`src/rtl/alu_seq.sv`:
```
// alu_seq: handshaked execute-stage ALU. Logic, add/sub and shift ops finish in one cycle.
// MUL and (optionally) DIVU/REMU iterate one bit per cycle. The result is held in an output
// register until the consumer takes it.
// Optional feature: define ALU_SEQ_DIV_EN to build the iterative unsigned divider. Without
// it, DIVU/REMU behave like the reserved opcodes (result = A, single cycle).
module alu_seq #(
  parameter int unsigned WIDTH = 32,
  parameter int unsigned SHW   = $clog2(WIDTH)
) (
  input  logic             clk_i,
  input  logic             rst_n_i,
  input  logic             valid_i,
  output logic             ready_o,
  input  logic [WIDTH-1:0] data1_i,
  input  logic [WIDTH-1:0] data2_i,
  input  logic [3:0]       ALUCtrl_i,
  output logic             valid_o,
  input  logic             ready_i,
  output logic [WIDTH-1:0] data_o,
  output logic             Zero_o
);

  localparam logic [3:0] OpSll  = 4'b0000;
  localparam logic [3:0] OpAdd  = 4'b0001;
  localparam logic [3:0] OpSub  = 4'b0010;
  localparam logic [3:0] OpAnd  = 4'b0011;
  localparam logic [3:0] OpOr   = 4'b0100;
  localparam logic [3:0] OpXor  = 4'b0101;
  localparam logic [3:0] OpMul  = 4'b0110;
  localparam logic [3:0] OpSra  = 4'b0111;
  localparam logic [3:0] OpSrl  = 4'b1000;
  localparam logic [3:0] OpDivu = 4'b1001;
  localparam logic [3:0] OpRemu = 4'b1010;

`ifdef ALU_SEQ_DIV_EN
  localparam bit DivEn = 1'b1;
`else
  localparam bit DivEn = 1'b0;
`endif

  localparam logic [SHW-1:0] CntLast = SHW'(WIDTH - 1);

  typedef enum logic [1:0] {StIdle, StBusy, StDone} state_e;

  state_e           state_q, state_d;
  logic [SHW-1:0]   cnt_q, cnt_d;
  logic [3:0]       op_q, op_d;
  // acc: MUL partial product / DIV partial remainder.
  // sh:  MUL multiplier (shifts right) / DIV dividend-then-quotient (shifts left).
  // opb: MUL multiplicand (shifts left) / DIV divisor.
  logic [WIDTH-1:0] acc_q, acc_d;
  logic [WIDTH-1:0] sh_q, sh_d;
  logic [WIDTH-1:0] opb_q, opb_d;
  logic             zpend_q, zpend_d;
  logic [WIDTH-1:0] data_q, data_d;
  logic             zero_q, zero_d;
  // Holds ready_o low during reset and releases it on the first edge afterwards.
  logic             live_q;

  logic             accept;
  logic             is_iter;
  logic             operand_eq;
  logic [SHW-1:0]   shamt;
  logic [WIDTH-1:0] alu_res;
  logic [WIDTH-1:0] mul_acc;

  assign ready_o    = live_q & ((state_q == StIdle) | ((state_q == StDone) & ready_i));
  assign valid_o    = (state_q == StDone);
  assign data_o     = data_q;
  assign Zero_o     = zero_q;
  assign accept     = valid_i & ready_o;
  assign operand_eq = (data1_i == data2_i);
  assign shamt      = data2_i[SHW-1:0];
  assign is_iter    = (ALUCtrl_i == OpMul) |
                      (DivEn & ((ALUCtrl_i == OpDivu) | (ALUCtrl_i == OpRemu)));
  assign mul_acc    = acc_q + (sh_q[0] ? opb_q : '0);

`ifdef ALU_SEQ_DIV_EN
  logic [WIDTH:0]   div_trial;
  logic             div_ge;
  logic [WIDTH-1:0] div_rem;
  logic [WIDTH-1:0] div_quo;

  // One restoring-division step: bring down the next dividend bit, subtract if it fits.
  assign div_trial = {acc_q, sh_q[WIDTH-1]} - {1'b0, opb_q};
  assign div_ge    = ~div_trial[WIDTH];
  assign div_rem   = div_ge ? div_trial[WIDTH-1:0] : {acc_q[WIDTH-2:0], sh_q[WIDTH-1]};
  assign div_quo   = {sh_q[WIDTH-2:0], div_ge};
`endif

  // Single-cycle result for the opcode currently presented.
  always_comb begin
    alu_res = data1_i;
    case (ALUCtrl_i)
      OpSll:   alu_res = data1_i << shamt;
      OpAdd:   alu_res = data1_i + data2_i;
      OpSub:   alu_res = data1_i - data2_i;
      OpAnd:   alu_res = data1_i & data2_i;
      OpOr:    alu_res = data1_i | data2_i;
      OpXor:   alu_res = data1_i ^ data2_i;
      OpSra:   alu_res = WIDTH'($signed(data1_i) >>> shamt);
      OpSrl:   alu_res = data1_i >> shamt;
      default: alu_res = data1_i;
    endcase
  end

  // Next-state: accept/handshake control and one iteration step per cycle in BUSY.
  always_comb begin
    state_d = state_q;
    cnt_d   = cnt_q;
    op_d    = op_q;
    acc_d   = acc_q;
    sh_d    = sh_q;
    opb_d   = opb_q;
    zpend_d = zpend_q;
    data_d  = data_q;
    zero_d  = zero_q;
    unique case (state_q)
      StIdle, StDone: begin
        if ((state_q == StDone) && ready_i) state_d = StIdle;
        if (accept) begin
          if (is_iter) begin
            state_d = StBusy;
            cnt_d   = '0;
            op_d    = ALUCtrl_i;
            zpend_d = operand_eq;
            acc_d   = '0;
            sh_d    = (ALUCtrl_i == OpMul) ? data2_i : data1_i;
            opb_d   = (ALUCtrl_i == OpMul) ? data1_i : data2_i;
          end else begin
            state_d = StDone;
            data_d  = alu_res;
            zero_d  = operand_eq;
          end
        end
      end
      StBusy: begin
        cnt_d = cnt_q + 1'b1;
        if (op_q == OpMul) begin
          acc_d = mul_acc;
          sh_d  = sh_q >> 1;
          opb_d = opb_q << 1;
        end
`ifdef ALU_SEQ_DIV_EN
        else begin
          acc_d = div_rem;
          sh_d  = div_quo;
        end
`endif
        if (cnt_q == CntLast) begin
          state_d = StDone;
          zero_d  = zpend_q;
          data_d  = mul_acc;
`ifdef ALU_SEQ_DIV_EN
          if (op_q == OpDivu) data_d = div_quo;
          if (op_q == OpRemu) data_d = div_rem;
`endif
        end
      end
      default: state_d = StIdle;
    endcase
  end

  // State and datapath registers; reset aborts any operation in flight.
  always_ff @(posedge clk_i or negedge rst_n_i) begin
    if (!rst_n_i) begin
      state_q <= StIdle;
      cnt_q   <= '0;
      op_q    <= '0;
      acc_q   <= '0;
      sh_q    <= '0;
      opb_q   <= '0;
      zpend_q <= 1'b0;
      data_q  <= '0;
      zero_q  <= 1'b0;
      live_q  <= 1'b0;
    end else begin
      state_q <= state_d;
      cnt_q   <= cnt_d;
      op_q    <= op_d;
      acc_q   <= acc_d;
      sh_q    <= sh_d;
      opb_q   <= opb_d;
      zpend_q <= zpend_d;
      data_q  <= data_d;
      zero_q  <= zero_d;
      live_q  <= 1'b1;
    end
  end

endmodule

```
`config.mk`:
```
export PLATFORM = sky130hd
export DESIGN_NAME = alu_seq
export DESIGN_NICKNAME = d
export VERILOG_FILES = /design/src/rtl/alu_seq.sv
export SDC_FILE = /design/constraint.sdc
export NUM_CORES = 1
export LEC_CHECK = 0
export BUFFER_PORTS_ARGS = -buffer_cell sky130_fd_sc_hd__buf_4
export CAP_MARGIN = 0
export CORE_UTILIZATION = 30
export CTS_CLUSTER_DIAMETER = 100
export DETAILED_ROUTE_END_ITERATION = 6
export SLEW_MARGIN = 20
export SYNTH_ARGS = -nofsm -noshare
export SYNTH_HDL_FRONTEND = slang
export SYNTH_SLANG_ARGS = --single-unit
```
`constraint.sdc`:
```
create_clock -name clk_i -period 6.8 [get_ports clk_i]
set_clock_uncertainty 0.05 [all_clocks]
set_input_delay 0.34 -clock clk_i [delete_from_list [all_inputs] [get_ports clk_i]]
set_output_delay 0.34 -clock clk_i [all_outputs]
set_load 0.01 [all_outputs]
```
Word level (Yosys, flattened, before mapping)
Cells that the tools add are included.

cells by class
  mux-type cells = 30
  equality and inequality tests = 19
  add/sub/neg operators = 4
  reductions and logical operators = 10
  shifts and indexed selects = 3
  bitwise operators = 7

operators with widths
  kind                   count
  $mux W32               13
  $pmux W32 S2           4
  $pmux W32 S8           1
  $add A32 B32 Y32       2
  $and A32 B32 Y32       1
  $eq A32 B32 Y1         1
  $or A32 B32 Y32        1
  $shl A32 B5 Y32        1
  $shr A32 B5 Y32        1
  $sshr A32 B5 Y32       1
  $sub A32 B32 Y32       1
  $xor A32 B32 Y32       1
  $eq A4 B3 Y1 const B   5
  $mux W5                2
  $ne A2 B2 Y1 const B   5
  $pmux W5 S2            1
  $eq A4 B2 Y1 const B   2
  $mux W2                4
  $reduce_and A4 Y1      2
  $reduce_and A3 Y1      2
  $add A5 B1 Y5 const B  1
  $eq A5 B5 Y1 const B   1
  $eq A4 B1 Y1 const B   1
  $eq A4 B4 Y1 const B   1
  other kinds (14)       18

storage, ports and cells
  bits in registers = 142
  output and inout bits = 35
  bits of input ports = 72
  logic and storage cells = 83

Longest topological paths before layout
  depth in word-level cells = 7
  mapped depth = 16
  mapped depth without buffers = 13

Least setup slack after synthesis
OpenSTA, ideal clock, no wires.

  path type = input to register
  start = in data2_i[2]
  end = reg data_q[22] (netlist: data_o[22])
  setup time = 0.140 ns
  data required time = 6.610 ns
  buffers on the path = 5
  data arrival time = 3.682 ns
  stages = 16
  setup slack = 2.929 ns
  cells stage by stage = buf_2 inv_2 buf_2 buf_2 buf_1 ha_1 buf_2 nor2b_1 o31a_1 o31a_1 o211ai_1 a21oi_1 nand2b_1 a221o_1 a2111oi_0 o22ai_1

on the way
  longest elaborated chain between the ends = 5
  elaborated cells between the ends (all ways) = 9
  classes of those cells = 2 x add/sub; 3 x shift; 4 x mux

RTL lines
  what                                            RTL line  source
  start, declared                                 15        input logic [WIDTH-1:0] data2_i,
  $sub A32 B32 Y32, or another cell as far along  97        OpSub: alu_res = data1_i - data2_i;
  $pmux W32 S8 (*)                                94        case (ALUCtrl_i)
  $mux W32 (*)                                    122       if (is_iter) begin
  $mux W32 (*)                                    121       if (accept) begin
  $pmux W32 S2 (*)                                118       unique case (state_q)
  end signal, assigned                            185       data_q <= data_d;
  end, declared                                   55        logic [WIDTH-1:0] data_q, data_d;

Mark *: on every way between the ends. The rest lies on a longest branch, timed or not. The select of a mux whose other input is x is not followed.
A chain may end at the register's enable or synchronous reset.

Worst setup path in the final report
  start = in data2_i[0]
  end = reg data_q[22] (netlist: data_o[22])

The elaborated chain is that of the path after synthesis.

==> summary.md <==
| Metric | Value |
|---|---|
| Status | `complete, no violations` |
| Worst-path clk slew | `80 ps` |
| Gate power share | `52.5%` |
| Total Wirelength | `76900 um` |
| Max Cap Viol | `0` |
| Via count | `18.3k` |
| Setup bufs post-CTS | `0` |
| Post-CTS Resized | `0` |
| Switching power | `2180 uW` |
| Average size of a mapped cell | `7.54 sq um` |
| Layout cells sized above 1 | `12.1%` |
| Ant. Diodes | `0` |
| RSZ-0062 raised after global routing | `false` |
| Post-synth EDFFs | `0` |
| Initial Util | `30.4%` |
| Sink Count | `142` |
| All-Layer GR Usage | `26.5%` |
| Most frequent cells in the layout | `nand2_1, nor2_1, a21oi_1, dfrtp_1, ha_1` |
| Power Density | `251 mW/mm^2` |
| TritonCTS Buffers | `17` |
| Die height | `241 um` |
| Period utilisation layout | `63.3%` |
| Final Power | `4770 uW` |
| Async SR Flop Fraction | `100%` |
| Static leakage | `0.00793 uW` |
| Initial detailed-routing violation count | `2132` |
| Cell row count | `87` |
| Core ar. | `0.0564 sq mm` |
| Hold Crit Class | `in -> reg` |
| Worst setup EP type | `flip-flop` |
| Worst slew pin tran | `1170 ps` |
| Largest net degree at the start of global routing | `78` |
| Reg power frac | `26.2%` |
| Synth warnings | `0` |
| CP Launch Type | `input port` |
| Final setup fails | `0` |
| Worst skew pair latency | `510 ps` |
| Main synth FF type | `dfrtp_1` |
| Clock buffer depth | `2` |
| Final slew viol count | `0` |
| # IOs | `107` |
| Gate Count Post-Synth | `2270` |
| Synth cell types | `93` |
| Die X-Extent | `241 um` |
| Max FO, Critical Path | `30` |
| Max rail drop VDD | `0.129 mV` |
| Setup_tns | `0 ps` |
| Routed len/inst | `25.5 um` |
| Initial antenna violation count | `0` |
| Vias per std cell | `6.08` |
| Antenna Nets Post-Route | `0` |
| Final Hold Violating Endpoints | `0` |
| CTS tree | `built` |
| CP Class | `in -> reg` |
| Sw Share | `45.7%` |
| Seq cells post-synth | `142` |
| Global route overflow | `0` |
| Fmax | `0.232 GHz` |
| Power share of the clock group | `21.3%` |
| CP required | `7070 ps` |
| First-pass GRT wire length | `114000 um` |
| Placer's final routability congestion estimate | `1.03` |
| DRT Pass-1 Iters | `6` |
| Vias in the first global route | `17.5k` |
| Area Growth Syn to Fin | `11.1%` |
| Root Buffer | `clkbuf_16` |
| Full die area | `0.0580 sq mm` |
| Synth Cell Area | `0.0171 sq mm` |
| Syn Nets | `2483` |
| Min cycle time layout | `4300 ps` |
| # DRC | `0` |
| Fin nets | `2460` |
| H-tree depth | `4` |
| WP data arrival | `4570 ps` |
| Layout Utilization | `33.7%` |
| Slew margin rel. | `22.0%` |
| Pint | `2590 uW` |
| Hpwl dp | `57400 um` |
| Seq/Total Area, Yosys | `20.7%` |
| I/O Buffers | `106` |
| Most common cell after layout, fill and taps aside | `nand2_1` |
## timing repair
item / CTS / global route
hold endpoints to repair: 48 / 0
setup endpoints to repair: 0 / 0
hold buffers: 2 / 0
## flip-flops by register name, indices dropped and copies added (netlist names)
register	flops
op_q	4
live_q	1
sh_q	32
state_q	2
data_o	32
opb_q	32
cnt_q	5
Zero_o	1
zpend_q	1
acc_q	32
## per-layer routing
| layer | vias to the layer above | track usage [%] | part of all wire [%] |
|---|---|---|---|
| met5 | - | 0 | 0 |
| met4 | 0 | 12.2 | 4.5 |
| met3 | 160 | 4.87 | 8.3 |
| met2 | 975 | 41.8 | 45 |
| met1 | 8963 | 35.1 | 42 |
| li1 | 8247 | - | - |
## logic make-up (layout without fill, tap and decap cells)
group | count (synthesis) | after routing | synth area share [%]
flops | 142 | 142 | 20.7
simple gates | 852 | 852 | 22.5
other cells | 1 | 1 | 0.0219
xor+xnor | 38 | 38 | 1.94
buf+inv | 281 | 271 | 6.65
mux | 107 | 107 | 10.3
fa+ha+maj | 141 | 141 | 10.4
compound gates | 708 | 708 | 27.4
## power groups by stage
| stage | logic [uW] | clock network [uW] | registers, uW |
|---|---|---|---|
| finish | 2500 | 1020 | 1250 |
| global route | 2730 | 1060 | 1280 |
| CTS | 2450 | 1040 | 1250 |
| detailed placement | 2440 | 0 | 1260 |
| global placement | 2400 | 0 | 1260 |
| floorplan | 1700 | 0 | 1210 |
## through the flow
stage / std cells / area (sq um) / hold WS [ps] / worst slack, ps
after floorplan: 2270 / 17100 / -5.59 / 2930
after global placement: 2982 / 18400 / 263 / 2030
after detailed placement: 2982 / 18400 / 263 / 2160
after CTS: 3016 / 19000 / 29.0 / 2540
after global routing: 3016 / 19000 / 54.1 / 2200
final: 3016 / 19000 / 57.9 / 2500
## cells in the mapped netlist (18+ instances only)
| cell | n | area (sq um) |
|---|---|---|
| and2_1 | 39 | 244 |
| nor2b_1 | 19 | 119 |
| o21ai_1 | 41 | 205 |
| o221ai_1 | 22 | 193 |
| ha_1 | 138 | 1730 |
| a22oi_1 | 20 | 150 |
| a221oi_1 | 26 | 228 |
| or3_1 | 19 | 119 |
| dfrtp_1 | 142 | 3550 |
| nand4_1 | 18 | 113 |
| mux2i_1 | 39 | 390 |
| clkbuf_1 | 134 | 503 |
| o211ai_1 | 37 | 278 |
| a211oi_1 | 26 | 195 |
| nand3_1 | 44 | 220 |
| nor3_1 | 40 | 200 |
| buf_2 | 25 | 125 |
| xnor2_1 | 22 | 193 |
| nand2_1 | 330 | 1240 |
| a21o_1 | 29 | 218 |
| o31ai_1 | 19 | 143 |
| mux4_2 | 54 | 1220 |
| o21ai_0 | 110 | 551 |
| o21bai_1 | 23 | 173 |
| inv_1 | 93 | 349 |
| a31oi_1 | 80 | 500 |
| a21oi_1 | 152 | 761 |
| nand2b_1 | 22 | 138 |
| nor2_1 | 255 | 957 |
## critical path, stage by stage
cell and delay, ps:
buf_4 450, ha_1 290, inv_1 60, fa_1 400
nor2b_1 180, o311ai_1 490, a21oi_1 220, o31ai_2 520
o211ai_2 210, nand2_1 160, o221ai_1 130, a2111oi_1 930
o22ai_1 160
## layout make-up
| class | instances | area (sq um) |
|---|---|---|
| clock inverter | 13 | 158 |
| clock buffer | 19 | 443 |
| multi-input combinational | 1847 | 12500 |
| inverter | 101 | 379 |
| sequential | 142 | 3550 |
| tap | 756 | 946 |
| timing repair buffer | 138 | 1040 |
| fill | 6090 | 37400 |
## final timing paths
path                             from         end  slack [ps]  cells after the start
min in group asynchronous     rst_n_i    sh_q[22]         290                      2
min reg2reg                 data_o[3]   data_o[3]         420                      2
min                        data2_i[6]     sh_q[6]          60                      3
max                        data2_i[0]  data_o[22]        2500                     13
max in group asynchronous     rst_n_i    acc_q[7]        5270                      3
max reg2reg                   sh_q[0]  data_o[26]        2530                     12
Note: power is estimated with default switching activity, not from simulation.
